--- src/rtl/cpu_sequencer_if.sv ---
// Program-ROM fetch port and CRT pixel stream shared by the sequencer and its environment.
interface cpu_sequencer_if;
    logic [7:0] prog_addr;
    logic [8:0] prog_data;
    logic       pix_valid;
    logic       pix_ready;
    logic [5:0] pix_col;
    logic [2:0] pix_row;
    logic       pix_on;

    modport master (
        output prog_addr,
        input  prog_data,
        output pix_valid,
        input  pix_ready,
        output pix_col,
        output pix_row,
        output pix_on
    );

    modport slave (
        input  prog_addr,
        output prog_data,
        input  pix_valid,
        output pix_ready,
        input  pix_col,
        input  pix_row,
        input  pix_on
    );
endinterface

--- src/rtl/cpu_sequencer.sv ---
// Two-instruction CPU (noop/addx) that paces a CRT pixel stream and accumulates
// signal strength at sample cycles; each CRT cycle completes on a valid/ready handshake.
module cpu_sequencer #(
    parameter int unsigned NUM_CYCLES = 240,
    parameter int unsigned LINE_W     = 40
) (
    input  logic                clk,
    input  logic                rst,
    input  logic                start,
    input  logic [7:0]          prog_len,
    cpu_sequencer_if.master     bus,
    output logic signed [7:0]   reg_x,
    output logic signed [23:0]  strength,
    output logic                busy,
    output logic                done
);
    localparam int unsigned CYC_W = $clog2(NUM_CYCLES + 1);
    localparam int unsigned COL_W = 6;
    localparam int unsigned ROW_W = 3;
    localparam logic [COL_W-1:0] COL_LAST   = COL_W'(LINE_W - 1);
    localparam logic [COL_W-1:0] COL_SAMPLE = COL_W'(LINE_W / 2 - 1);
    localparam logic [ROW_W-1:0] ROW_LAST   = ROW_W'(5);
    localparam logic [CYC_W-1:0] CYC_LAST   = CYC_W'(NUM_CYCLES - 1);

    typedef enum logic [2:0] {IDLE, FETCH, WAIT, EXEC1, EXEC2, FIN} state_t;

    state_t             state_q, state_d;
    logic [7:0]         pc_q, pc_d;
    logic [7:0]         len_q, len_d;
    logic [8:0]         ir_q, ir_d;
    logic [CYC_W-1:0]   cyc_q, cyc_d;
    logic [COL_W-1:0]   col_q, col_d;
    logic [ROW_W-1:0]   row_q, row_d;
    logic signed [7:0]  x_q, x_d;
    logic signed [23:0] str_q, str_d;
    logic [7:0]         addr_q, addr_d;
    logic               valid_q, valid_d;
    logic               on_q, on_d;
    logic               busy_q, busy_d;
    logic               done_q, done_d;

    logic               hs;
    logic signed [23:0] term;
    logic signed [8:0]  diff;

    assign bus.prog_addr = addr_q;
    assign bus.pix_valid = valid_q;
    assign bus.pix_col   = col_q;
    assign bus.pix_row   = row_q;
    assign bus.pix_on    = on_q;
    assign reg_x         = x_q;
    assign strength      = str_q;
    assign busy          = busy_q;
    assign done          = done_q;

    // State and datapath registers
    always_ff @(posedge clk or negedge rst) begin
        if (!rst) begin
            state_q <= IDLE;
            pc_q    <= '0;
            len_q   <= '0;
            ir_q    <= '0;
            cyc_q   <= '0;
            col_q   <= '0;
            row_q   <= '0;
            x_q     <= 8'sd1;
            str_q   <= '0;
            addr_q  <= '0;
            valid_q <= 1'b0;
            on_q    <= 1'b0;
            busy_q  <= 1'b0;
            done_q  <= 1'b0;
        end else begin
            state_q <= state_d;
            pc_q    <= pc_d;
            len_q   <= len_d;
            ir_q    <= ir_d;
            cyc_q   <= cyc_d;
            col_q   <= col_d;
            row_q   <= row_d;
            x_q     <= x_d;
            str_q   <= str_d;
            addr_q  <= addr_d;
            valid_q <= valid_d;
            on_q    <= on_d;
            busy_q  <= busy_d;
            done_q  <= done_d;
        end
    end

    // Next-state and next-output logic
    always_comb begin
        state_d = state_q;
        pc_d    = pc_q;
        len_d   = len_q;
        ir_d    = ir_q;
        cyc_d   = cyc_q;
        col_d   = col_q;
        row_d   = row_q;
        x_d     = x_q;
        str_d   = str_q;
        addr_d  = addr_q;
        done_d  = done_q;
        term    = '0;
        hs      = valid_q && bus.pix_ready;

        // A completed CRT cycle advances the raster and samples strength with the pre-update X
        if ((state_q == EXEC1 || state_q == EXEC2) && hs) begin
            cyc_d = cyc_q + CYC_W'(1);
            term  = $signed(24'(cyc_q) + 24'd1) * $signed({{16{x_q[7]}}, x_q});
            if (col_q == COL_SAMPLE) begin
                str_d = str_q + term;
            end
            if (col_q == COL_LAST) begin
                col_d = '0;
                row_d = (row_q == ROW_LAST) ? '0 : row_q + ROW_W'(1);
            end else begin
                col_d = col_q + COL_W'(1);
            end
        end

        case (state_q)
            IDLE: begin
                if (start) begin
                    pc_d    = '0;
                    cyc_d   = '0;
                    col_d   = '0;
                    row_d   = '0;
                    str_d   = '0;
                    x_d     = 8'sd1;
                    len_d   = prog_len;
                    done_d  = 1'b0;
                    state_d = FETCH;
                end
            end
            FETCH: state_d = WAIT;
            WAIT: begin
                // Past the end of the program the core idles on noops
                ir_d    = (pc_q < len_q) ? bus.prog_data : 9'd0;
                state_d = EXEC1;
            end
            EXEC1: begin
                if (hs) begin
                    if (cyc_q == CYC_LAST) begin
                        state_d = FIN;
                    end else if (ir_q[8]) begin
                        state_d = EXEC2;
                    end else begin
                        if (pc_q < len_q) begin
                            pc_d = pc_q + 8'd1;
                        end
                        state_d = FETCH;
                    end
                end
            end
            EXEC2: begin
                if (hs) begin
                    x_d     = x_q + $signed(ir_q[7:0]);
                    pc_d    = pc_q + 8'd1;
                    state_d = (cyc_q == CYC_LAST) ? FIN : FETCH;
                end
            end
            FIN: state_d = IDLE;
            default: state_d = IDLE;
        endcase

        valid_d = (state_d == EXEC1) || (state_d == EXEC2);
        busy_d  = valid_d || (state_d == FETCH) || (state_d == WAIT);
        if (state_d == FIN) begin
            done_d = 1'b1;
        end
        addr_d  = (state_d == FETCH) ? pc_d : addr_q;
        diff    = $signed({3'b000, col_d}) - $signed({x_d[7], x_d});
        on_d    = valid_d && (diff >= -9'sd1) && (diff <= 9'sd1);
    end
endmodule

--- src/flat_wrapper.sv ---
// flat-port wrapper written by rule: the top's interface ports become plain ports
module cpu_sequencer_flat 
#(
    parameter int unsigned NUM_CYCLES = 240,
    parameter int unsigned LINE_W     = 40
)
  (clk, rst, start, prog_len, reg_x, strength, busy, done, bus_prog_addr, bus_prog_data, bus_pix_valid, bus_pix_ready, bus_pix_col, bus_pix_row, bus_pix_on);
  cpu_sequencer_if bus_i ();
  input  logic clk;
  input  logic rst;
  input  logic start;
  input  logic [7:0] prog_len;
  output logic signed [7:0] reg_x;
  output logic signed [23:0] strength;
  output logic busy;
  output logic done;
  output wire logic [$bits(bus_i.prog_addr)-1:0] bus_prog_addr;
  input wire logic [$bits(bus_i.prog_data)-1:0] bus_prog_data;
  output wire logic [$bits(bus_i.pix_valid)-1:0] bus_pix_valid;
  input wire logic [$bits(bus_i.pix_ready)-1:0] bus_pix_ready;
  output wire logic [$bits(bus_i.pix_col)-1:0] bus_pix_col;
  output wire logic [$bits(bus_i.pix_row)-1:0] bus_pix_row;
  output wire logic [$bits(bus_i.pix_on)-1:0] bus_pix_on;
  assign bus_prog_addr = bus_i.prog_addr;
  assign bus_i.prog_data = bus_prog_data;
  assign bus_pix_valid = bus_i.pix_valid;
  assign bus_i.pix_ready = bus_pix_ready;
  assign bus_pix_col = bus_i.pix_col;
  assign bus_pix_row = bus_i.pix_row;
  assign bus_pix_on = bus_i.pix_on;
  cpu_sequencer #(.NUM_CYCLES(NUM_CYCLES), .LINE_W(LINE_W)) u_core (.clk(clk), .rst(rst), .start(start), .prog_len(prog_len), .bus(bus_i), .reg_x(reg_x), .strength(strength), .busy(busy), .done(done));
endmodule
--- config.mk ---
export PLATFORM = sky130hd
export DESIGN_NAME = cpu_sequencer_flat
export DESIGN_NICKNAME = d
export VERILOG_FILES = /design/src/rtl/cpu_sequencer_if.sv /design/src/rtl/cpu_sequencer.sv /design/src/flat_wrapper.sv
export SDC_FILE = /design/constraint.sdc
export NUM_CORES = 1
export LEC_CHECK = 0
export CAP_MARGIN = 15
export CORE_MARGIN = 3
export CORE_UTILIZATION = 55
export DETAILED_ROUTE_END_ITERATION = 8
export GPL_TIMING_DRIVEN = 0
export PLACE_DENSITY = 0.82
export SETUP_SLACK_MARGIN = 0.5
export SYNTH_ARGS = -nofsm -noshare
export SYNTH_HDL_FRONTEND = slang
export SYNTH_SLANG_ARGS = --single-unit
--- constraint.sdc ---
create_clock -name clk -period 9.7 [get_ports clk]
set_input_delay 1.94 -clock clk [delete_from_list [all_inputs] [get_ports clk]]
set_output_delay 1.94 -clock clk [all_outputs]
set_load 0.005 [all_outputs]
Yosys cells after proc, flatten, opt, wreduce, memory -nomap -nowiden
Index checks and enable logic that the tools add are counted.

word-level totals
  register bits after elaboration = 89
  input bits = 21
  word-level logic and storage cells = 89

operators by class
  add/subtract/negate cells = 8
  multipliers = 1
  order comparisons = 3
  equal/unequal tests = 13
  mux-type cells = 37
  reductions and logical operators = 13

operators with widths
  operator                                                           count
  2-to-1 mux 24 bit                                                  4
  2-to-1 mux 8 bit                                                   11
  2-to-1 mux 3 bit                                                   11
  adder 24 bit                                                       1
  2-to-1 mux 6 bit                                                   4
  case mux 8 bit (3 select lines)                                    1
  multiplier 10 x 8 -> 18 bit                                        1
  adder 8 x 1 -> 8 bit, second input constant                        2
  case mux 8 bit (2 select lines)                                    1
  case mux 3 bit (5 select lines)                                    1
  equality test 3 x 2 -> 1 bit, second input constant                4
  equality test 3 bit, second input constant                         4
  adder 8 x 1 -> 9 bit, second input constant                        1
  greater-or-equal comparator 9 x 1 -> 1 bit, second input constant  1
  <= comparator 9 x 2 -> 1 bit, second input constant                1
  2-to-1 mux 9 bit                                                   1
  subtractor 7 x 8 -> 9 bit                                          1
  adder 8 bit                                                        1
  equality test 8 bit, second input constant                         1
  less-than comparator 8 bit                                         1
  adder 6 x 1 -> 6 bit, second input constant                        1
  equality test 3 x 1 -> 1 bit, second input constant                2
  equality test 6 x 5 -> 1 bit, second input constant                1
  equality test 6 bit, second input constant                         1
  7 further kinds                                                    17

Longest topological paths before layout
Gate-level depths: netlist (run 1).

  word-level depth = 10
  depth in mapped cells = 31
  mapped depth without buffers = 31

Worst setup path after synthesis (run 1)
No wires, ideal clock.

  path type = register -> register
  start = reg u_core.cyc_q[1]
  end = reg u_core.str_q[22] (netlist: u_core.strength[22])
  setup time = 0.132 ns
  data arrival time = 6.611 ns
  required time = 9.568 ns
  setup slack = 2.957 ns
  stages on the path, launching flop included = 28
  period minus slack after synthesis = 6.743 ns
  cell sequence = dfrtp_1 ha_1 nand3_1 nor2_1 xor2_1 nand2_1 fa_1 inv_1 fa_1 fa_1 inv_1 fa_1 inv_1 ha_1 or2_2 a21oi_1 a21oi_1 a2111oi_0 nor3_1 or2_1 ha_1 a21oi_1 o21ai_1 a21o_1 a2111oi_0 a21oi_1 xnor2_1 o21ai_1

between the ends
  cells in the longest elaborated chain, start to end = 7

RTL lines
  item                             line                  RTL
  from (decl)                      cpu_sequencer.sv:31   logic [CYC_W-1:0] cyc_q, cyc_d;
  from (signal assigned)           cpu_sequencer.sv:78   cyc_q <= cyc_d;
  adder 8 x 1 -> 9 bit (*)         cpu_sequencer.sv:110  term = $signed(24'(cyc_q) + 24'd1) * $signed({{16{x_q[7]}}, x_q});
  multiplier 10 x 8 -> 18 bit (*)  cpu_sequencer.sv:110
  adder 24 bit (*)                 cpu_sequencer.sv:112  str_d = str_q + term;
  2-to-1 mux 24 bit (*)            cpu_sequencer.sv:111  if (col_q == COL_SAMPLE) begin
  2-to-1 mux 24 bit (*)            cpu_sequencer.sv:108  if ((state_q == EXEC1 || state_q == EXEC2) && hs) begin
  2-to-1 mux 24 bit                cpu_sequencer.sv:124  if (start) begin
  2-to-1 mux 24 bit (*)            cpu_sequencer.sv:122  case (state_q)
  net u_core.str_d[22]             cpu_sequencer.sv:35   logic signed [23:0] str_q, str_d;
  to (signal assigned)             cpu_sequencer.sv:82   str_q <= str_d;
  to (decl)                        cpu_sequencer.sv:35

The timed path passes the listed nets; every way through them passes the cells marked *.
A chain may end at the register's enable or synchronous reset.

Worst setup path in the final report (run 1)
Ends and elaborated chain as after synthesis.

==> results_dict.tcl, run 1 <==
set metrics [dict create \
    grt_usage 0.2496 \
    die_w_um 129.2 \
    fp-row-count 44 \
    p_seq_frac 0.286 \
    fmax_mhz 129.3 \
    slew_headroom 0.4722 \
    drt_iter0_markers 424 \
    tightest_slew_ns 0.7890 \
    post-place-cells 1213 \
    place_worst_setup_slack_ns 2.083 \
    hold_viol 0 \
    yosys_warnings 0 \
    avgSynthCellArea_um2 8.747 \
    cts-root-buf "clkbuf_16" \
    setup_violations 0 \
    maxSlewViolCount 0 \
    fill_cells 1213 \
    power_density_nw_per_um2 189.7 \
    h-tree-depth 3 \
    clk_latency_ns 0.36 \
    firstDrtPassIters 5 \
    grt_pass1_wl_um 33520 \
    place.port_buffers 73 \
    fin_cells 1229 \
    drv_cap 0 \
    clockBufferDepth 2 \
    skew_ns 0.01153 \
    via_per_inst 5.739 \
    hp-class "reg -> reg" \
    grt_pass1_vias 7168 \
    clk_pin_slew_ns 0.07 \
    setup_slack_ns 1.965 \
    dieArea_um2 16700 \
    cts_tree "built" \
    regArea_um2 2228 \
    antenna_found_initial 0 \
    drive_above_1_share 0.04498 \
    dpl.hpwl_um 15340 \
    drt-total-wl_um 20020 \
    fin_nets 1201 \
    crit_type "reg -> reg" \
    grt_max_degree 74 \
    p_comb_frac 0.524 \
    met2_usage 0.4360 \
    synth_enable_flop_cells 0 \
    fin_setup_tns_ns 0 \
    p_int_mw 1.034 \
    busiest_layer "met2" \
    synth_nets 1116 \
    critPathMaxFanout 8 \
    use_met3 0.04864 \
    pwr-share-clk 0.191 \
    coreArea_um2 14700 \
    grt_overflow 0 \
    required_ns 9.92 \
    cts-resized-gates 0 \
    cts.sinks 89 \
    async_flop_share 1.000 \
    worst_ep_arrival_time_ns 7.95 \
    synth_cell_types 67 \
    start_kind "register" \
    start_util 0.5683 \
    crit_family "adder cells" \
    cp-end-kind "register" \
    ys_seq_elements 89 \
    power_switching_share 0.4338 \
    routedWlPerCell_um 16.29 \
    use_met1 0.3065 \
    ios 74 \
    cts-hold-fix-buffers 0 \
    area_delta_synth_final_pct 15.22 \
    postCtsSetupBuffers 0 \
    place_congestion 0.9152 \
    p_leak_nw 4.740 \
    outcome "finished clean" \
    multi_input_area_um2 5648 \
    fin_total_pwr_mw 1.826 \
    power.switching_mw 0.7921 \
    die_h_um 129.2 \
    crit_slowest_cell "a2111oi_0" \
    cp_slowest_stage_delay_ns 0.56 \
    yosysSeqAreaShare 0.2668 \
    fin_crit_sh 0.7974 \
    rsz0062_at_grt "no" \
    drc 0 \
    synth_flop_cell "dfrtp_1" \
    critPathBufInv 3 \
    syn_inst 955 \
    vias 7053 \
    vdd_ir_drop_max_uv 224.2 \
    min_period_ns 7.735 \
    diodes 0 \
    cts-buffers-inserted 9 \
    ant_nets 0 \
    syn_area_um2 8353 \
]
## cells in the mapped netlist (3+ instances only)
cell         n  area share
nor3_1      17       0.010
mux2_2       9       0.012
nand3b_1     4      0.0036
a211oi_1     7      0.0063
a2111oi_0    6      0.0063
a21oi_1     65       0.039
nor2b_1     30       0.022
or2_1        3      0.0022
o211ai_1     3      0.0027
nor2_1      61       0.027
a21oi_2      3      0.0031
clkbuf_1    21      0.0094
o21a_1      13       0.012
xor2_1      23       0.024
nor3b_1      3      0.0027
nand3_1     18       0.011
and3_1       9      0.0067
o21ai_1     12      0.0072
fa_1        46        0.11
a22o_1       6      0.0063
nand4_1      8      0.0060
xnor2_1     27       0.028
and2_1      27       0.020
o21ai_0     34       0.020
nand2b_1    13      0.0097
buf_2        3      0.0018
o21bai_1     6      0.0054
nand2_1    117       0.053
ha_1        94        0.14
a31oi_1      5      0.0037
o31ai_1      3      0.0027
mux2i_1      5      0.0060
a21o_1      16       0.014
dfrtp_1     88        0.26
inv_1       98       0.044
or2_2        6      0.0045
or3_1        8      0.0060
nand4b_1     3      0.0031
## cell families (layout without fill, tap and decap cells)
logic type,after synthesis,in the layout,share of synthesized area
buffers and inverters,125,215,0.05707
XOR/XNOR,50,50,0.05243
adder cells (fa/ha/maj),140,140,0.2510
multiplexers,15,15,0.01947
AO/OA/AOI/OAI,206,206,0.1603
AND/OR/NAND/NOR,330,330,0.1929
flip-flops,89,89,0.2668
## layout make-up
cell class                      instances  area share
Buffer                                 27     0.01131
Tap cell                              184     0.02392
Sequential cell                        89      0.2315
Inverter                               98     0.03822
Clock inverter                          6    0.005850
Clock buffer                           10     0.02379
Timing Repair Buffer                   74     0.07852
Multi-Input combinational cell        741      0.5868
## worst reg2reg max path, stage by stage (launching register included)
cell and delay, ns:
dfrtp_1 0.41, ha_1 0.27, nand3_1 0.16, nor2_1 0.23, xor2_1 0.53, nand2_1 0.14, fa_1 0.50, inv_1 0.05
fa_1 0.47, fa_1 0.55, inv_1 0.06, fa_1 0.52, inv_1 0.04, ha_1 0.32, or2_2 0.29, a21oi_1 0.15
a21oi_1 0.09, a2111oi_0 0.56, nor3_1 0.15, or2_1 0.38, ha_1 0.35, a21oi_1 0.18, o21ai_1 0.13, a21o_1 0.19
a2111oi_0 0.42, a21oi_1 0.16, xnor2_1 0.20, o21ai_1 0.08
## sequential cells by signal, summed over array words and instances (netlist names), 3 cells and up
name                  cells
u_core.ir_q               9
u_core.len_q              8
u_core.bus.prog_addr      8
u_core.pc_q               8
u_core.bus.pix_row        3
u_core.strength          24
u_core.reg_x              8
u_core.cyc_q              8
u_core.bus.pix_col        6
u_core.state_q            3
## per-layer routing
layer,vias to the layer above,part of all wire
li1,3413,-
met5,-,0
met4,0,0.034
met2,194,0.50
met3,45,0.050
met1,3401,0.41
## power groups by stage
stage / clock network [mW] / registers (mW) / logic (mW)
after floorplan: 0 / 0.507 / 0.692
after global placement: 0 / 0.524 / 0.906
after detailed placement: 0 / 0.527 / 0.938
after CTS: 0.351 / 0.521 / 0.956
after global routing: 0.363 / 0.532 / 1.07
final: 0.348 / 0.522 / 0.956
## placed cells by master (no fill, tap or decap), types with 7 or more instances in the layout
cell type	count
a211oi_1	7
a21o_1	16
a21oi_1	65
and2_1	27
and3_1	9
clkbuf_1	22
clkbuf_16	9
clkdlybuf4s50_1	72
dfrtp_1	88
fa_1	46
ha_1	94
inv_1	98
mux2_2	9
nand2_1	117
nand2b_1	13
nand3_1	18
nand4_1	8
nor2_1	61
nor2b_1	30
nor3_1	17
o21a_1	13
o21ai_0	34
o21ai_1	12
or3_1	8
xnor2_1	27
xor2_1	23
## through the flow
step	area (µm²)	util	hold WS (ns)
final	9624	0.6548	0.4935
after global routing	9624	0.6548	0.5274
after CTS	9624	0.6548	0.4954
after detailed placement	9339	0.6353	0.4797
after global placement	9314	0.6336	0.4687
after floorplan	8353	-	0.4467
## path summary, 6_finish.rpt
| path | start | end | cells after the start | slack (ns) |
|---|---|---|---|---|
| setup / recovery | u_core.cyc_q[1] | u_core.strength[22] | 27 | 1.96 |
| hold / removal | u_core.ir_q[5] | u_core.ir_q[5] | 2 | 0.49 |
| setup reg to reg | u_core.cyc_q[1] | u_core.strength[22] | 27 | 1.96 |
| hold reg to reg | u_core.ir_q[5] | u_core.ir_q[5] | 2 | 0.49 |
| max in group asynchronous | rst | u_core.reg_x[0] | 2 | 7.56 |
| min in group asynchronous | rst | u_core.strength[6] | 1 | 1.45 |
Power figures use the tool's default switching activity.
==> inputs of run 2 (changes only) <==
Settings changed: CORE_UTILIZATION 55 to 54, PLACE_DENSITY 0.82 to 0.83.
Clock period 9.7 ns to 6.8 ns, I/O delays scaled along.
==> results_dict.tcl, run 2 (synthesized netlist as in run 1, its figures left out) <==
set metrics [dict create \
    outcome "finished clean" \
    vdd_ir_drop_max_uv 295.2 \
    cts_tree "built" \
    fp-row-count 44 \
    routedWlPerCell_um 18.24 \
    tightest_slew_ns 0.7394 \
    mostFrequentLayoutCell "nand2_1" \
    p_leak_nw 5.005 \
    grt_usage 0.2663 \
    skew_ns 0.01402 \
    grt_max_degree 56 \
    start_kind "register" \
    die_h_um 130.4 \
    crit_type "reg -> reg" \
    fmax_mhz 151.4 \
    clk_latency_ns 0.36 \
    cts.sinks 89 \
    dpl.hpwl_um 15550 \
    die_w_um 130.4 \
    critPathBufInv 5 \
    slew_headroom 0.5052 \
    fin_crit_sh 0.9714 \
    firstDrtPassIters 4 \
    antenna_found_initial 0 \
    rsz0062_at_grt "yes" \
    place.port_buffers 73 \
    largest_register_ffs 24 \
    crit_family "adder cells" \
    clockBufferDepth 2 \
    holdWs_ns 0.4972 \
    reg2reg_slack_ns 0.19 \
    hp-start "u_core.ir_q[5]" \
    required_ns 7.08 \
    dieArea_um2 17000 \
    min_to "u_core.ir_q[5]" \
    drc 0 \
    worst_ep_arrival_time_ns 6.88 \
    worst_path_most_repeated_cell "fa_1" \
    cp_slowest_stage_delay_ns 0.53 \
    rr_startpoint "u_core.cyc_q[0]" \
    hold_viol 0 \
    fin_setup_tns_ns 0 \
    start_util 0.5640 \
    fill_cells 1039 \
    diodes 0 \
    place_congestion 0.9226 \
    grt_pass1_vias 7521 \
    cp-end-kind "register" \
    drt_iter0_markers 526 \
    drv_cap 0 \
    vias 7598 \
    drt-total-wl_um 23170 \
    fin_nets 1242 \
    area_delta_synth_final_pct 27.04 \
    fin_cells 1270 \
    ios 74 \
    coreArea_um2 14810 \
    reg2reg_depth 26 \
    via_per_inst 5.983 \
    clk_pin_slew_ns 0.07 \
    cts-buffers-inserted 9 \
    ant_nets 0 \
    hp-class "reg -> reg" \
    critPathMaxFanout 8 \
    post-place-cells 1213 \
    utilization 0.7165 \
    power_density_nw_per_um2 272.3 \
    maxSlewViolCount 0 \
    grt_overflow 0 \
    final_cell_mix "nand2_1 (112), inv_1 (91), dfrtp_1 (85), ha_1 (79), clkdlybuf4s50_1 (72)" \
    cts-hold-fix-buffers 0 \
    place_worst_setup_slack_ns -0.2004 \
    h-tree-depth 3 \
    min_period_ns 6.605 \
    setup_slack_ns 0.1947 \
    grt_pass1_wl_um 35840 \
    setup_violations 0 \
    drive_above_1_share 0.1575 \
    cts-root-buf "clkbuf_16" \
    crit_slowest_cell "fa_1" \
    r2r_end "u_core.strength[23]" \
    holdPathStages 2 \
]
[run 2: cell count changes in the layout (fill, tap and decap cells not counted), moves of 7 or more]
cell     previous run  this run
a21oi_1            65        50
buf_4               2        39
ha_1               94        79
ha_4                0        12
a21oi_2             3        13
inv_2               0         7
inv_1              98        91
[run 2: area by class of cell]
class	count	area [µm²]	share of cell area
well taps	184	230.2	0.02170
inverters	98	367.9	0.03467
flip-flops and latches	89	2232	0.2104
plain buffers	27	126.4	0.01191
multi-input cells	741	6233	0.5874
clock inverters	5	110.1	0.01038
clock buffers	11	232.7	0.02193
repair buffers	115	1079	0.1016
[run 2: worst max path at each step]
stage          cells past startpoint            start                  end
2_1_floorplan                     27  u_core.cyc_q[1]  u_core.strength[22]
3_3_place_gp                      23  u_core.cyc_q[1]  u_core.strength[23]
3_5_place_dp                      24  u_core.cyc_q[2]  u_core.strength[23]
4_1_cts                           29  u_core.cyc_q[0]  u_core.strength[23]
5_1_grt                           27  u_core.cyc_q[2]  u_core.strength[23]
6_report                          26  u_core.cyc_q[0]  u_core.strength[23]
[run 2: worst register-to-register path, cell delays in order, from the launching register on]
cell,delay (ns)
dfrtp_1,0.43
ha_4,0.19
nand3_4,0.13
nor2_4,0.18
buf_4,0.14
and3_1,0.19
clkbuf_8,0.17
and2_1,0.16
fa_1,0.45
fa_1,0.50
fa_1,0.53
inv_1,0.06
fa_1,0.41
inv_1,0.07
ha_1,0.26
nand3_1,0.16
nor2_1,0.14
a2111oi_4,0.44
nor3_2,0.11
or2_4,0.32
buf_4,0.17
ha_1,0.31
or2_2,0.31
a21oi_1,0.20
a31oi_2,0.07
mux2i_1,0.19
mux2i_1,0.21
[run 2: metal layers]
layer / share of wire / track usage / wire [µm]
met5: 0 / 0 / 0
met4: 0.041 / 0.1077 / 958
met3: 0.061 / 0.04593 / 1405
met2: 0.51 / 0.4725 / 11710
met1: 0.39 / 0.3217 / 9096
[run 2: where the power goes]
part / total [mW] / switching, mW / internal, mW / leakage [nW]
clock: 0.593 / 0.229 / 0.364 / 0.166
combinational: 1.54 / 0.859 / 0.681 / 3.66
sequential: 0.757 / 0.115 / 0.642 / 1.18
total: 2.89 / 1.20 / 1.69 / 5.00
[run 2: what timing repair did]
action,in CTS,in global routing
resized for setup,74,22
buffers inserted,32,9
hold endpoints to repair,0,0
pin swaps,72,35
setup endpoints to repair,10,10
[run 2: through the flow]
| step | instance area [µm²] | power, mW |
|---|---|---|
| after floorplan | 8489 | 1.732 |
| after global placement | 9450 | 2.064 |
| after detailed placement | 9475 | 2.119 |
| after CTS | 10440 | 2.836 |
| after global routing | 10610 | 3.098 |
| final | 10610 | 2.890 |
==> inputs of run 3 (changes only) <==
Settings changed: TNS_END_PERCENT set to 20.
==> results_dict.tcl, run 3 (synthesized netlist as in run 1, its figures left out) <==
set metrics [dict create \
    dpl-instance-area_um2 9457 \
    clk_pin_slew_ns 0.07 \
    fmax_mhz 151.2 \
    grt_usage 0.2648 \
    place.port_buffers 73 \
    cp-startpoint "u_core.cyc_q[0]" \
    die_h_um 130.4 \
    die_w_um 130.4 \
    grt_pass1_vias 7592 \
    p_int_mw 1.571 \
    reg2reg_slack_ns 0.19 \
    vias 7448 \
    skew_ns 0.008324 \
    use_met3 0.04146 \
    crit_type "reg -> reg" \
    coreArea_um2 14810 \
    power.switching_mw 1.206 \
    drt_iter0_markers 443 \
    p_comb_frac 0.544 \
    cp-endpoint "u_core.strength[23]" \
    grt_pass1_wl_um 35890 \
    min_period_ns 6.614 \
    fin_nets 1234 \
    drc 0 \
    cts-buffers-inserted 9 \
    cp_slowest_stage_delay_ns 0.52 \
    rr_startpoint "u_core.cyc_q[0]" \
    clk_latency_ns 0.36 \
    power_density_nw_per_um2 265.7 \
    fin_crit_sh 0.9726 \
    use_met1 0.3177 \
    worst_ep_arrival_time_ns 6.89 \
    maxSlewViolCount 0 \
    power_switching_share 0.4342 \
    place_congestion 0.9004 \
    met2_usage 0.4774 \
    area_delta_synth_final_pct 25.12 \
    vdd_ir_drop_max_uv 264.6 \
    dieArea_um2 17000 \
    hp-class "reg -> reg" \
    cts-root-buf "clkbuf_16" \
    final_cell_mix "nand2_1 (114), inv_1 (93), dfrtp_1 (85), ha_1 (79), clkdlybuf4s50_1 (72)" \
    drive_above_1_share 0.1401 \
    drt-total-wl_um 22360 \
    cts_tree "built" \
    p_leak_nw 4.939 \
    routedWlPerCell_um 17.72 \
    r2r_end "u_core.strength[23]" \
    cts.sinks 89 \
    crit_slowest_cell "fa_1" \
    largest_register_ffs 24 \
    start_util 0.5640 \
    rsz0062_at_grt "yes" \
    fp-row-count 44 \
    cp-end-kind "register" \
    cts-hold-fix-buffers 0 \
    finish.instance_area_um2 10450 \
    slew_headroom 0.5208 \
    outcome "finished clean" \
    reg2reg_depth 28 \
    fin_total_pwr_mw 2.777 \
    ant_nets 0 \
    h-tree-depth 3 \
    busiest_layer "met2" \
    holdWs_ns 0.4918 \
    tightest_slew_ns 0.7188 \
    required_ns 7.08 \
    pwr-share-clk 0.184 \
    clockBufferDepth 2 \
    ios 74 \
    drv_cap 0 \
    mostFrequentLayoutCell "nand2_1" \
    hold_viol 0 \
    fin_setup_tns_ns 0 \
    diodes 0 \
    critPathMaxFanout 4 \
    firstDrtPassIters 5 \
    grt_max_degree 54 \
    grt_overflow 0 \
    start_kind "register" \
    antenna_found_initial 0 \
    dpl.hpwl_um 15470 \
    setup_violations 0 \
    p_seq_frac 0.272 \
    via_per_inst 5.902 \
]
==> run 3: critical path, delay by kind of cell (launching register included) <==
family,cells,cell delay [ns]
buffers and inverters,4,0.24
flip-flops,1,0.42
AO/OA/AOI/OAI,9,1.64
AND/OR/NAND/NOR,4,0.50
adder cells (fa/ha/maj),7,2.81
multiplexers,2,0.43
XOR/XNOR,2,0.47
==> run 3: worst min-delay path by stage <==
| stage | cells after the start | slack (ns) | to | start |
|---|---|---|---|---|
| global route | 2 | 0.52 | u_core.len_q[0] | u_core.len_q[0] |
| floorplan | 2 | 0.45 | u_core.len_q[0] | u_core.len_q[0] |
| finish | 2 | 0.49 | u_core.ir_q[6] | u_core.ir_q[6] |
| CTS | 2 | 0.49 | u_core.len_q[0] | u_core.len_q[0] |
| global placement | 2 | 0.47 | u_core.len_q[0] | u_core.len_q[0] |
| detailed placement | 2 | 0.47 | u_core.len_q[0] | u_core.len_q[0] |
==> run 3: final cells by class <==
cell class	count	area, µm²
Clock buffer	10	239.0
Multi-Input combinational cell	741	6160
Clock inverter	6	56.30
Inverter	98	367.9
Fill cell	1067	4358
Sequential cell	89	2232
Tap cell	184	230.2
Buffer	27	118.9
Timing Repair Buffer	107	1047
==> run 3: routing by layer <==
metal,up-vias,part of all wire
li1,3481,-
met1,3640,0.40
met2,268,0.52
met3,59,0.048
met4,0,0.030
met5,-,0
==> run 3: stage by stage <==
| step | setup WS [ns] | cells | utilization |
|---|---|---|---|
| after floorplan | 0.4838 | 955 | - |
| after global routing | -0.09396 | 1262 | 0.7057 |
| after detailed placement | -0.1890 | 1213 | 0.6386 |
| after CTS | 0.3461 | 1255 | 0.6953 |
| final | 0.1864 | 1262 | 0.7057 |
| after global placement | -0.1690 | 1212 | 0.6369 |
==> run 3: power by group through the flow <==
stage	Clock [mW]	Combinational [mW]	Sequential, mW
global placement	0	1.30	0.752
global route	0.533	1.67	0.768
CTS	0.513	1.45	0.748
finish	0.511	1.51	0.755
detailed placement	0	1.35	0.755
floorplan	0	0.998	0.726
==> run 3: repair_timing <==
item | 4_1_cts | 5_1_grt
pin swaps | 42 | 38
endpoints found under the setup margin | 10 | 10
gates cloned | 0 | 0
buffers inserted | 26 | 7
resized for setup | 61 | 21
